### src/rtl/hms_pkg.sv
// Shared defaults and encodings for the hh:mm:ss timekeeper.
package hms_pkg;

    localparam int unsigned SEC_MAX_DEF  = 59;
    localparam int unsigned MIN_MAX_DEF  = 59;
    localparam int unsigned HOUR_MAX_DEF = 23;
    localparam int unsigned MS_W_DEF     = 6;
    localparam int unsigned HOUR_W_DEF   = 5;

    localparam logic MODE_CLOCK = 1'b0;
    localparam logic MODE_TIMER = 1'b1;
    localparam logic DIR_DOWN   = 1'b0;
    localparam logic DIR_UP     = 1'b1;

endpackage

### src/rtl/hms_mod_stage.sv
// One modular up/down field with clamped preset and combinational carry/borrow out.
module hms_mod_stage
    import hms_pkg::*;
#(
    parameter int unsigned MAX_VAL = 59,
    parameter int unsigned W       = 6
) (
    input  logic         CLOCK_50_div,
    input  logic         debouncer_rst,
    input  logic         step_in,
    input  logic         up_down,
    input  logic         load,
    input  logic [W-1:0] load_val,
    output logic [W-1:0] value,
    output logic         carry_out
);

    localparam logic [W-1:0] MAX_V = W'(MAX_VAL);

    assign carry_out = step_in && ((up_down == DIR_UP) ? (value == MAX_V) : (value == '0));

    always_ff @(posedge CLOCK_50_div or posedge debouncer_rst) begin
        if (debouncer_rst) begin
            value <= '0;
        end else if (load) begin
            value <= (load_val > MAX_V) ? MAX_V : load_val;
        end else if (step_in) begin
            if (up_down == DIR_UP)
                value <= (value == MAX_V) ? '0 : value + 1'b1;
            else
                value <= (value == '0) ? MAX_V : value - 1'b1;
        end
    end

endmodule

### src/rtl/hms_timekeeper.sv
// hh:mm:ss up/down timekeeper, clock (wrap) or timer (stop) mode.
// Optional alarm output enabled by defining HMS_TIMEKEEPER_ALARM_EN.
module hms_timekeeper
    import hms_pkg::*;
#(
    parameter int unsigned SEC_MAX  = SEC_MAX_DEF,
    parameter int unsigned MIN_MAX  = MIN_MAX_DEF,
    parameter int unsigned HOUR_MAX = HOUR_MAX_DEF,
    parameter int unsigned MS_W     = MS_W_DEF,
    parameter int unsigned HOUR_W   = HOUR_W_DEF
) (
    input  logic              CLOCK_50_div,
    input  logic              debouncer_rst,
    input  logic              en,
    input  logic              up_down,
    input  logic              mode,
    input  logic              load,
    input  logic [MS_W-1:0]   load_sec,
    input  logic [MS_W-1:0]   load_min,
    input  logic [HOUR_W-1:0] load_hour,
    output logic [MS_W-1:0]   sec,
    output logic [MS_W-1:0]   min,
    output logic [HOUR_W-1:0] hour,
    output logic              rollover,
`ifdef HMS_TIMEKEEPER_ALARM_EN
    input  logic [HOUR_W-1:0] alarm_hour,
    input  logic [MS_W-1:0]   alarm_min,
    output logic              alarm,
`endif
    output logic              done
);

    localparam logic [MS_W-1:0]   SEC_M  = MS_W'(SEC_MAX);
    localparam logic [MS_W-1:0]   SEC_PM = MS_W'(SEC_MAX - 1);
    localparam logic [MS_W-1:0]   MIN_M  = MS_W'(MIN_MAX);
    localparam logic [HOUR_W-1:0] HOUR_M = HOUR_W'(HOUR_MAX);

    logic timer, at_term, land_term, step;
    logic sec_carry, min_carry, hour_carry;

    assign timer = (mode == MODE_TIMER);

    // Terminal now, and "one step away from terminal" so done rises on the landing edge.
    always_comb begin
        if (up_down == DIR_UP) begin
            at_term   = (hour == HOUR_M) && (min == MIN_M) && (sec == SEC_M);
            land_term = (hour == HOUR_M) && (min == MIN_M) && (sec == SEC_PM);
        end else begin
            at_term   = (hour == '0) && (min == '0) && (sec == '0);
            land_term = (hour == '0) && (min == '0) && (sec == MS_W'(1));
        end
    end

    assign step = en && !load && !(timer && (done || at_term));

    hms_mod_stage #(.MAX_VAL(SEC_MAX), .W(MS_W)) u_sec (
        .CLOCK_50_div (CLOCK_50_div),
        .debouncer_rst(debouncer_rst),
        .step_in      (step),
        .up_down      (up_down),
        .load         (load),
        .load_val     (load_sec),
        .value        (sec),
        .carry_out    (sec_carry)
    );

    hms_mod_stage #(.MAX_VAL(MIN_MAX), .W(MS_W)) u_min (
        .CLOCK_50_div (CLOCK_50_div),
        .debouncer_rst(debouncer_rst),
        .step_in      (sec_carry),
        .up_down      (up_down),
        .load         (load),
        .load_val     (load_min),
        .value        (min),
        .carry_out    (min_carry)
    );

    hms_mod_stage #(.MAX_VAL(HOUR_MAX), .W(HOUR_W)) u_hour (
        .CLOCK_50_div (CLOCK_50_div),
        .debouncer_rst(debouncer_rst),
        .step_in      (min_carry),
        .up_down      (up_down),
        .load         (load),
        .load_val     (load_hour),
        .value        (hour),
        .carry_out    (hour_carry)
    );

    always_ff @(posedge CLOCK_50_div or posedge debouncer_rst) begin
        if (debouncer_rst)
            done <= 1'b0;
        else if (load || !timer)
            done <= 1'b0;
        else if (en && !done && (at_term || land_term))
            done <= 1'b1;
    end

    always_ff @(posedge CLOCK_50_div or posedge debouncer_rst) begin
        if (debouncer_rst)
            rollover <= 1'b0;
        else
            rollover <= step && !timer && hour_carry;
    end

`ifdef HMS_TIMEKEEPER_ALARM_EN
    logic stepped_q;

    // Remember that the current value arrived by a step, so loads never fire the alarm.
    always_ff @(posedge CLOCK_50_div or posedge debouncer_rst) begin
        if (debouncer_rst) begin
            stepped_q <= 1'b0;
            alarm     <= 1'b0;
        end else begin
            stepped_q <= step;
            alarm     <= stepped_q && (hour == alarm_hour) && (min == alarm_min) && (sec == '0);
        end
    end
`endif

endmodule
### config.mk
export PLATFORM = sky130hd
export DESIGN_NAME = hms_timekeeper
export DESIGN_NICKNAME = d
export VERILOG_FILES = /design/src/rtl/hms_pkg.sv /design/src/rtl/hms_mod_stage.sv /design/src/rtl/hms_timekeeper.sv
export SDC_FILE = /design/constraint.sdc
export NUM_CORES = 1
export LEC_CHECK = 0
export ABC_CLOCK_PERIOD_IN_PS = 3700
export BUFFER_PORTS_ARGS = -buffer_cell sky130_fd_sc_hd__buf_2
export CORE_MARGIN = 5
export CORE_UTILIZATION = 41
export DETAILED_ROUTE_END_ITERATION = 7
export GPL_ROUTABILITY_DRIVEN = 0
export PLACE_DENSITY = 0.72
export SYNTH_ARGS = -nofsm -noshare
export SYNTH_HDL_FRONTEND = slang
export SYNTH_HIERARCHICAL = 1
export SYNTH_SLANG_ARGS = --single-unit
### constraint.sdc
create_clock -name CLOCK_50_div -period 3.7 [get_ports CLOCK_50_div]
set_input_delay 0 -clock CLOCK_50_div [delete_from_list [all_inputs] [get_ports CLOCK_50_div]]
set_output_delay 0 -clock CLOCK_50_div [all_outputs]
set_load 0.01 [all_outputs]
* Word level (Yosys, flattened, before mapping)
Index checks and enable logic that the tools add are counted.
Storage, ports and cells: flip-flop bits (word level) 19, latch bits 0, RAM bits 0, bits in read-only memories 0, input bits 23, output and inout bits 19, logic and storage cells 74, memories 0
Cells by class: add/subtract/negate cells 6, $mul 0, divide/modulo/power cells 0, magnitude comparators 3, eq/ne operators 5, shifts and indexed selects 0, muxes and demuxes 25, bitwise logic cells 0, reduce and logical (&&, ||, !) cells 30
Operator list (number):
- two-way mux 6 bit | 12
- two-way mux 5 bit | 6
- equality test 6 bit, second input constant | 3
- logical AND 1 bit | 16
- adder 6 x 1 -> 6 bit, second input constant | 2
- greater-than comparator 6 bit, second input constant | 2
- zero test 6 bit | 2
- subtractor 6 x 1 -> 6 bit, second input constant | 2
- nonzero test 2 bit | 4
- two-way mux 1 bit | 7
- equality test 6 x 1 -> 1 bit, second input constant | 1
- adder 5 x 1 -> 5 bit, second input constant | 1
- equality test 5 bit, second input constant | 1
- greater-than comparator 5 bit, second input constant | 1
- zero test 5 bit | 1
- subtractor 5 x 1 -> 5 bit, second input constant | 1
- zero test 1 bit | 4
- logical OR 1 bit | 3

* Logic depth before layout (Yosys ltp)
Gate-level depths: netlist of the first run.
depth in word-level cells 12, mapped depth 14, gate-level depth less buffers 13

* Hierarchy
Netlist of the first run, hierarchy kept.
By module, submodules not included:
- hms_mod_stage (u_min) | times used 1, cells each 84, area each 668.1 um2, seq. area each 150.1 um2
- hms_mod_stage (u_sec) | times used 1, cells each 85, area each 619.3 um2, seq. area each 150.1 um2
- hms_mod_stage (u_hour) | times used 1, cells each 59, area each 479.2 um2, seq. area each 125.1 um2
- hms_timekeeper | times used 1, cells each 26, area each 203.9 um2, seq. area each 50.0 um2

* Worst setup path after synthesis of the first run
OpenSTA, ideal clock, no wires.
path type register to register, start register u_sec.value[1], end register u_hour.value[4], setup time 0.083 ns, data arrival time 2.761 ns, data required time 3.617 ns, path slack 0.856 ns, stages on the path, launching flop included 12, path buffers 1, period minus slack after synthesis 2.844 ns, cell sequence dfrtp_1 > inv_1 > ha_1 > or3b_1 > or4_1 > a21oi_1 > buf_4 > inv_1 > a21oi_1 > inv_1 > o41a_1 > o21ai_0
Between the ends: word-level cells in the longest chain between the ends 10, elaborated cells between the ends (all ways) 13, those cells by class eq/ne: 1; mux: 2; reduce/logical: 10
RTL lines:
- start: declaration | line hms_mod_stage.sv:14 | output logic [W-1:0] value,
- start signal: assignment | line hms_mod_stage.sv:26 | value <= (load_val > MAX_V) ? MAX_V : load_val;
- start signal: assignment | line hms_mod_stage.sv:29 | value <= (value == MAX_V) ? '0 : value + 1'b1;
- start signal: assignment | line hms_mod_stage.sv:31 | value <= (value == '0) ? MAX_V : value - 1'b1;
- equality test 6 bit or zero test 6 bit (tied branches) | line hms_mod_stage.sv:20, hms_timekeeper.sv:46, hms_timekeeper.sv:49
- logical AND 1 bit (on tied branches) | line hms_timekeeper.sv:46, hms_timekeeper.sv:49
- two-way mux 1 bit | line hms_timekeeper.sv:45 | if (up_down == DIR_UP) begin
- logical OR 1 bit | line hms_timekeeper.sv:54 | assign step = en && !load && !(timer && (done || at_term));
- logical AND 1 bit | line hms_timekeeper.sv:54
- zero test 1 bit | line hms_timekeeper.sv:54
- logical AND 1 bit | line hms_timekeeper.sv:54
- logical AND 1 bit (*) | line hms_mod_stage.sv:20 | assign carry_out = step_in && ((up_down == DIR_UP) ? (value == MAX_V) : (value == '0));
- named net sec_carry | line hms_timekeeper.sv:39 | logic sec_carry, min_carry, hour_carry;
- logical AND 1 bit (*) | line hms_mod_stage.sv:20
- named net min_carry | line hms_timekeeper.sv:39
- nonzero test 2 bit (no source line) (*)
- end signal: assignment | line hms_mod_stage.sv:26
- end signal: assignment | line hms_mod_stage.sv:29
- end signal: assignment | line hms_mod_stage.sv:31
- end: declaration | line hms_mod_stage.sv:14
The timed path passes the listed nets; every way through them passes the cells marked *. A chain may end at the register's enable or synchronous reset.

* Final worst setup path of the first run
Same ends and word-level chain as after synthesis.

==> impl_results.md, run 1 <==
- Run status: complete, no violations
- Max-cap violations: 0
- CTS tree: built
- Largest vdd supply drop: 0.1260 mV
- Ys Warns: 6
- ANT nets after route: 0
- Synthesized area per cell: 7.758 µm²
- Unique masters post-synth: 63
- # DRC: 0
- Initial DRC Count: just over 200
- Worst Clk Skew: 0.004059 ns
- Routed len/inst: 15.78 µm
- Final setup violation count: 0
- Syn nets: 285
- Core ar.: 4692 µm²
- Filler cell count in the final layout: ~480
- Pre-Repair DR Iteration Count: 5
- P per Cell Area: 298.3 nW/µm²
- Min Clock Period, post-route: around 3.1 ns
- First-pass GRT wire length: between 8 and 9 mm
- Multi-input gate area: 1319 µm²
- Mapped Area: 1971 µm²
- Clk pin slew, worst setup/hold paths: approximately 0.080 ns
- Post-CTS setup repair buffer count: 0
- Nets@finish: approximately 330
- FF/Latch Area: 475.5 µm²
- Final Hold Viols: 0
- Initial antenna violation count: 0
- Ys async rst share: 1.000
- Post-synth top area share: 0.2413
- Crit path kind: register to register
- Power, Total: approximately 0.68 mW
- All-Layer GR Usage: 0.1773
- Die X: 79.33 µm
- Yosys top cell by area: dfrtp_1
- Fin Setup TNS: 0 ns
- Number of buffers added by the clock tree synthesis step: 3
- Hold_buf cts: 4
- Actual slew at the worst max-slew pin: 0.6218 ns
- Final setup margin: 0.5765 ns
- Dpl ws: 0.6224 ns
- Hold WC Path Type: input pin to register
- Max H-tree Level: 1
- Cts repair resizes: 0
- Initial core utilization: 0.4200
- Commonest cells after routing, fill and taps aside: 41 x buf_2, 24 x inv_1, 21 x a21oi_1, 21 x nor2_1, 20 x nand2_1
- Arr. time, crit path: 3.31 ns
- DIE HEIGHT: approximately 80 µm
- Critical Path RT: 3.89 ns
- RSZ-0062 raised after global routing: no
- CP max FO: 11
- Final critical-path share of the clock period: 0.8442
- Mapped Cells: 254
- Ports: 42
- Final Max Slew Viols: 0
- Number of global-route vias before repair: ~1800
- Vias per cell: roughly 6.0
- Leakage power: 0.9754 nW
- WHS: 0.004579 ns
- CTS Buffer Depth: 2
- Sequential share of the synthesized area: 0.2413
- CP endpoint kind: register
- Ant diodes: 0
- Clock sinks: 19
- Reg2Reg Setup Slack: 0.58 ns
- Yosys reg bits: 19
- Rel. slew slack: 0.5855
- Clock latency at the later pin of the worst-skew pair: 0.27 ns
- Largest net degree at the start of global routing: 35
- Routed Wire Length: 5.475 mm
- Most common cell after layout, fill and taps aside: buf_2
- I/O Buffers: ~40
- Fmax achieved: 0.3201 GHz
- Proportion of layout cells with a drive suffix above 1: 0.2048
- Number of synthesized flops with an enable pin: 0
- Vias: between 2000 and 2500
- Total global routing overflow: 0
- Leading post-synthesis cells by cell area: dfrtp_1 24%, a21oi_1 5.3%, ha_1 5.1%, inv_1 4.6%, o21ai_0 4.3%
- HPWL Detailed: 4.047 mm
- Core Rows: 25
- Area Growth Syn to Fin: 14.92%
- CP Launch Type: register
- Top_reg_cell synth: dfrtp_1
- Final Core Density: 0.4827
- Clock Tree Root: clkbuf_8
- Die area: 6293 µm²
## cells in the mapped netlist (2+ instances only)
cell type / count
a211oi_1: 3
a21boi_0: 2
a21o_1: 4
a21oi_1: 21
a311oi_1: 6
a31oi_1: 5
a32oi_1: 2
buf_2: 3
buf_4: 5
buf_6: 2
clkbuf_1: 3
dfrtp_1: 19
ha_1: 8
inv_1: 24
mux2i_1: 4
nand2_1: 20
nand2b_1: 4
nand3_1: 10
nand4_1: 4
nor2_1: 21
nor2b_1: 7
nor3_1: 4
nor3b_1: 4
nor4_1: 4
o211ai_1: 2
o21a_1: 4
o21ai_0: 17
o22ai_1: 2
xnor2_1: 3
xor2_1: 4
## layout make-up
cell class / count / area share
clock buffer: 4 / 0.01989
inverter: 24 / 0.03978
multi-input combinational: 198 / 0.5823
sequential: 19 / 0.2099
tap: 54 / 0.02983
timing repair buffer: 48 / 0.1182
## cell families (layout without fill, tap and decap cells)
kind of cell               Yosys count  count (layout)  synth area share
AOI/OAI and AO/OA                   83              83            0.2813
xor gates and xnor gates             7               7           0.03111
adders and majority gates            8               8           0.05080
buffers and inverters               37              76           0.08952
DFF                                 19              19            0.2413
muxes                                4               4           0.02032
and+or+nand+nor                     96              96            0.2857
## flip-flops by register name, summed over array words and instances, names as in the netlist
name,cells
done,1
u_sec/value,6
rollover,1
u_hour/value,5
u_min/value,6
## final timing paths
check / startpoint / end / cells past startpoint
max reg2reg: u_sec/value[1] / u_hour/value[4] / 11
min reg2reg: done / done / 2
min: load_sec[0] / u_sec/value[0] / 3
min in group asynchronous: debouncer_rst / rollover / 3
max: u_sec/value[1] / u_hour/value[4] / 11
max in group asynchronous: debouncer_rst / u_min/value[0] / 3
## report_power, final
part / internal (mW) / switching [mW] / leakage [nW] / total [mW]
Clock: 0.0769 / 0.0779 / 0.0228 / 0.155
Sequential: 0.227 / 0.0568 / 0.220 / 0.283
Combinational: 0.105 / 0.132 / 0.732 / 0.237
## layer usage
layer / track usage / part of all wire / vias up
li1: - / - / 1005
met1: 0.2476 / 0.46 / 982
met2: 0.2820 / 0.46 / 78
met3: 0.01587 / 0.053 / 11
met4: 0.06873 / 0.022 / 0
met5: 0 / 0 / -
## worst max-delay path, stage by stage (launching register included)
cell and delay [ns]:
dfrtp_1 0.50, inv_1 0.13, ha_1 0.19, or3b_1 0.37, or4_1 0.42, a21oi_1 0.16
buf_4 0.19, inv_1 0.09, a21oi_1 0.27, inv_1 0.17, o41a_1 0.42, o21ai_0 0.13
## metrics by stage
stage / cells / area, µm²
after detailed placement: 339 / 2180
after global placement: 339 / 2180
final: 347 / 2265
after CTS: 347 / 2265
after floorplan: 254 / 1971
after global routing: 347 / 2265
Power figures use the tool's default switching activity.
==> run 2, diff against run 1 <==
Settings changed: ABC_AREA set to 1, ABC_CLOCK_PERIOD_IN_PS 3700 to 3100, PLACE_DENSITY 0.72 to 0.71.
Clock period 3.7 ns to 3.1 ns, I/O delays scaled along.
==> run 2 against run 1 <==
Effect of this change:
- clock power up 12%
- largest cell class unchanged
- final cell count up 31%
- design area up 6.1%
- critical endpoint is now u_hour/value[0]
- maximum frequency up 24%
- sequential power up 29%
- first-iteration DRC count down 4.9%
==> impl_results.md, run 2 <==
- Post-Place Cells: 446
- Fin Setup TNS: 0 ns
- Mapped Cells: 341
- Final setup margin: 0.5888 ns
- Largest net degree at the start of global routing: 21
- Final setup violation count: 0
- Ys async rst share: 1.000
- Ys Warns: 6
- Final Max Slew Viols: 0
- Ant diodes: 0
- Yosys top cell by area: dfrtp_1
- Reg2Reg Setup Slack: between 0.5 and 0.6 ns
- Critical Path RT: around 3.3 ns
- DIE HEIGHT: 81.07 µm
- CTS Buffer Depth: 2
- Core Rows: 25
- I/O Buffers: 41
- Unique masters post-synth: 33
- Ports: 42
- Worst hold endpoint: u_hour/value[4]
- Top_reg_cell synth: dfrtp_1
- Synthesized area per cell: 6.073 µm²
- Initial antenna violation count: 0
- Vias per cell: 5.060
- Hold WC Path Type: input pin to register
- Routed Wire Length: 5.592 mm
- Final Hold Viols: 0
- Routed len/inst: about 12 µm
- Proportion of layout cells with a drive suffix above 1: 0.1943
- CP endpoint kind: register
- Most common cell in the synthesized netlist: nand2_1
- RR Endpoint: u_hour/value[0]
- Pre-Repair DR Iteration Count: 5
- CTS tree: built
- Commonest cells after routing, fill and taps aside: 103 x nand2_1, 44 x inv_1, 42 x nor2_1
- Sequential share of the synthesized area: 0.2296
- CP max FO: 13
- Vias: 2292
- Worst Clk Skew: between 0.001 and 0.0015 ns
- Die area: 6572 µm²
- Placed cell area: approximately 2300 µm²
- Rel. slew slack: 0.6765
- First-pass GRT wire length: 9.542 mm
- Arr. time, crit path: around 2.7 ns
- Clock latency at the later pin of the worst-skew pair: between 0.2 and 0.3 ns
- Leakage power: roughly 1.3 nW
- RSZ-0062 raised after global routing: no
- Most common cell after layout, fill and taps aside: nand2_1
- Actual slew at the worst max-slew pin: 0.4852 ns
- Number of global-route vias before repair: 2131
- Largest vdd supply drop: 0.1969 mV
- Biggest regs: u_min/value: 6 flops, u_sec/value: 6 flops, u_hour/value: 5 flops
- Dpl ws: 0.6359 ns
- Final non-filler cell total: between 400 and 500
- Clk pin slew, worst setup/hold paths: 0.07 ns
- Total global routing overflow: 0
- Initial DRC Count: 196
- Min Clock Period, post-route: ~2.5 ns
- Leading post-synthesis cells by cell area: dfrtp_1 23%, nand2_1 19%, inv_1 8.0%, nand3_1 7.7%, nor2_1 7.6%
- Nets@finish: 418
- Number of synthesized flops with an enable pin: 0
- Run status: complete, no violations
- Post-CTS setup repair buffer count: 0
- Hold Startpoint: load_hour[4]
- FF-to-FF Start: u_sec/value[2]
- Syn nets: between 300 and 400
- Clock sinks: 19
- Filler cell count in the final layout: 530
- Worst reg2reg path depth: 13
- Mapped Area: about 2100 µm²
- HPWL Detailed: 4.270 mm
- P per Cell Area: 378.9 nW/µm²
- Commonest cells in the synthesized netlist: 103 x nand2_1, 44 x inv_1, 42 x nor2_1
- Max H-tree Level: 1
- All-Layer GR Usage: 0.1801
- Die X: 81.07 µm
- Cell area after layout: 2402 µm²
- Crit path kind: register to register
- Yosys reg bits: 19
- Max-cap violations: 0
- Worst Hold Depth: 3
- Post-synth top area share: 0.2296
- Number of buffers added by the clock tree synthesis step: 3
- Clock Tree Root: clkbuf_8
- Core ar.: 4817 µm²
- WHS: 0.006023 ns
- Final critical-path share of the clock period: 0.8101
- CP Launch Type: register
- Initial core utilization: 0.4299
- # DRC: 0
- ANT nets after route: 0
- Area Growth Syn to Fin: 16.01%
- Fmax achieved: 0.3982 GHz
-- run 2: kinds of logic (layout without fill, tap and decap cells) --
kind of cell / after synthesis / count (layout) / share of synthesized area
AND/OR/NAND/NOR: 208 / 208 / 0.4514
buffers and inverters: 55 / 100 / 0.1106
AO/OA/AOI/OAI: 43 / 43 / 0.1263
flip-flops: 19 / 19 / 0.2296
adder cells (fa/ha/maj): 8 / 8 / 0.04834
XOR/XNOR: 8 / 8 / 0.03384
-- run 2: layout make-up --
type                       count  area [µm²]  share of cell area
clock inverter                 1       5.005            0.002083
timing repair buffer          44       235.2             0.09792
sequential                    19       475.5              0.1979
inverter                      52       195.2             0.08125
clock buffer                   3       41.29             0.01719
tap                           67       83.83             0.03490
multi-input combinational    267        1366              0.5688
-- run 2: worst max-delay path by stage --
stage | from | to | cells past startpoint
global placement | u_sec/value[2] | u_hour/value[0] | 13
floorplan | u_sec/value[3] | u_hour/value[0] | 13
finish | u_sec/value[2] | u_hour/value[0] | 13
CTS | u_sec/value[2] | u_hour/value[0] | 13
detailed placement | u_sec/value[2] | u_hour/value[0] | 13
global route | u_sec/value[2] | u_hour/value[0] | 13
-- run 2: per-layer routing --
| metal | wire length [µm] | GRT usage | part of all wire | up-vias |
|---|---|---|---|---|
| met5 | 0 | 0 | 0 | - |
| met4 | 114 | 0.05405 | 0.020 | 0 |
| met3 | 309 | 0.01552 | 0.055 | 11 |
| met2 | 2632 | 0.3120 | 0.47 | 85 |
| met1 | 2537 | 0.2373 | 0.45 | 1024 |
| li1 | - | - | - | 1172 |
-- run 2: worst max-delay path, stage by stage, from the launching register on --
cell and delay, ns:
dfrtp_1 0.65, nor2_1 0.12, nand3_2 0.10, nor2_1 0.04, nand2_1 0.07, nand3_2 0.09
a21oi_1 0.25, inv_1 0.12, a21oi_1 0.21, a21boi_0 0.32, nor2_1 0.10, inv_1 0.11
o21ai_0 0.07, o21bai_1 0.15
-- run 2: report_power, final --
part | switching [mW] | internal, mW | leakage (nW)
Clock | 0.0837 | 0.0894 | 0.0255
Sequential | 0.0896 | 0.276 | 0.230
Combinational | 0.221 | 0.150 | 1.02
Total | 0.394 | 0.516 | 1.28
-- run 2: metrics by stage --
step	power, mW	utilization
after CTS	0.9115	0.4987
final	0.9101	0.4987
after global routing	0.9892	0.4987
after detailed placement	0.7347	0.4829
after floorplan	0.6233	-
after global placement	0.7294	0.4829
-- run 2: what timing repair did --
item,4_1_cts,5_1_grt
setup endpoints to repair,0,0
resized for setup,0,0
hold endpoints to repair,21,0
hold buffers,3,0
==> run 3, diff against run 2 <==
Settings changed: ABC_CLOCK_PERIOD_IN_PS 3100 to 2500.
Clock period 3.1 ns to 2.5 ns, I/O delays scaled along.
==> run 3 against run 2 <==
Effect of this change:
- clock skew rose by 0.00096 ns
- hold slack improved by 0.0076 ns
- first-iteration DRC count fell by 4.6%
- flip-flop and latch count did not move
- combinational power rose by 42%
- total power rose by 28%
- critical endpoint unchanged
==> impl_results.md, run 3 (same netlist as run 2, synthesis figures left out) <==
- Largest net degree at the start of global routing: 20
- Max H-tree Level: 1
- DIE HEIGHT: a little over 80 µm
- Crit path kind: register to register
- Met2 Resource Use GR: 0.3374
- Area Growth Syn to Fin: 19.58%
- Min Clock Period, post-route: roughly 2.2 ns
- Final setup violation count: 0
- I/O Buffers: a little over 40
- Vias per cell: between 5 and 6
- Commonest cells after routing, fill and taps aside: 103 x nand2_1, 44 x inv_1, 42 x nor2_1
- Leakage power: 1.323 nW
- Largest vdd supply drop: 0.2370 mV
- Clock sinks: 19
- Core ar.: 4817 µm²
- CP max FO: 9
- CP endpoint kind: register
- Fmax achieved: 0.4526 GHz
- # DRC: 0
- HPWL Detailed: 4.593 mm
- First-pass GRT wire length: about 9.9 mm
- Arr. time, crit path: 2.36 ns
- Most common cell after layout, fill and taps aside: nand2_1
- Die X: 81.07 µm
- Met1 Resource Use GR: 0.2395
- Fin Setup TNS: 0 ns
- Worst Clk Skew: about 0.0021 ns
- Rel. slew slack: 0.7372
- Proportion of layout cells with a drive suffix above 1: 0.2127
- Number of buffers added by the clock tree synthesis step: 3
- Vias: approximately 2300
- Ports: 42
- Busiest layer in global routing: met2
- Number of global-route vias before repair: 2202
- Routed Wire Length: 5.867 mm
- Critical Path RT: around 2.7 ns
- Initial DRC Count: 187
- ANT nets after route: 0
- Final Hold Viols: 0
- Clock latency at the later pin of the worst-skew pair: 0.26 ns
- Biggest regs: u_min/value: 6 flops, u_sec/value: 6 flops, u_hour/value: 5 flops
- Nets@finish: 427
- Post-CTS setup repair buffer count: 0
- Total global routing overflow: 0
- Initial antenna violation count: 0
- RSZ-0062 raised after global routing: no
- Initial core utilization: 0.4299
- Core Rows: 25
- CTS Buffer Depth: 2
- Ant diodes: 0
- Hold WC Path Type: input pin to register
- Routed len/inst: 12.70 µm
- Final Core Density: 0.5140
- Pre-Repair DR Iteration Count: 4
- Final Max Slew Viols: 0
- CTS tree: built
- P per Cell Area: 470.4 nW/µm²
- Die area: about 6600 µm²
- CP Launch Type: register
- Final critical-path share of the clock period: 0.8837
- Actual slew at the worst max-slew pin: between 0.3 and 0.4 ns
- Clk pin slew, worst setup/hold paths: roughly 0.080 ns
- Grt met3 use: 0.01663
- All-Layer GR Usage: 0.1867
- Run status: complete, no violations
- Clock Tree Root: clkbuf_8
- Max-cap violations: 0
-- run 3: cell types whose count changed in the layout (fill, tap and decap cells not counted) --
cell | before | now
a21boi_0 | 1 | 0
a21boi_1 | 0 | 1
a21oi_1 | 11 | 10
a21oi_2 | 3 | 4
buf_4 | 0 | 8
dlygate4sd3_1 | 3 | 4
-- run 3: critical path: stages, from the launching register on --
cell	delay, ns
dfrtp_1	0.51
nor2_1	0.10
nand3_1	0.11
nor2_2	0.06
nand2_1	0.07
nand3_2	0.09
a21oi_1	0.22
inv_1	0.10
a21oi_2	0.16
a21boi_1	0.26
nor2_1	0.09
inv_1	0.10
o21ai_0	0.08
o21bai_1	0.16
-- run 3: final cells by class --
cell class,instances,area [µm²]
sequential,19,475.5
tap,67,83.83
fill,514,2341
timing repair buffer,53,305.3
multi-input combinational,267,1370
clock inverter,1,5.005
inverter,52,195.2
clock buffer,3,41.29
-- run 3: power by group --
group,switching [mW],internal [mW]
logic,0.321,0.206
registers,0.0747,0.343
clock network,0.108,0.111
total,0.504,0.661
-- run 3: timing repair --
| item | in CTS | in global routing |
|---|---|---|
| setup endpoints to repair | 0 | 6 |
| hold buffers | 4 | 0 |
| gates resized for setup | 0 | 2 |
| hold endpoints to repair | 22 | 0 |
-- run 3: routing by layer --
metal	vias to the layer above	part of all wire
li1	1194	-
met1	1081	0.45
met2	57	0.50
met3	2	0.045
met4	0	0.0036
met5	-	0
-- run 3: per-stage QoR --
step / instances / worst slack [ns] / cell area (µm²) / total power [mW] / hold WS, ns
final: 462 / 0.2907 / 2476 / 1.165 / 0.01363
after global routing: 462 / 0.03362 / 2476 / 1.259 / 0.01333
after CTS: 462 / 0.1448 / 2472 / 1.169 / 0.01097
after detailed placement: 454 / 0.1608 / 2386 / 0.9413 / -0.09754
after global placement: 454 / 0.3294 / 2386 / 0.9353 / -0.1002
after floorplan: 341 / 0.4082 / 2071 / 0.7729 / -0.2588
-- run 3: worst paths after layout --
check,cells past startpoint,to,slack [ns],startpoint
worst max-delay path,13,u_hour/value[0],0.29,u_hour/value[1]
worst min-delay path,3,rollover,0.01,en
worst max register to register,13,u_hour/value[0],0.29,u_hour/value[1]
worst min register to register,2,done,0.62,done
max in group asynchronous,3,u_min/value[2],2.06,debouncer_rst
min in group asynchronous,3,rollover,0.18,debouncer_rst
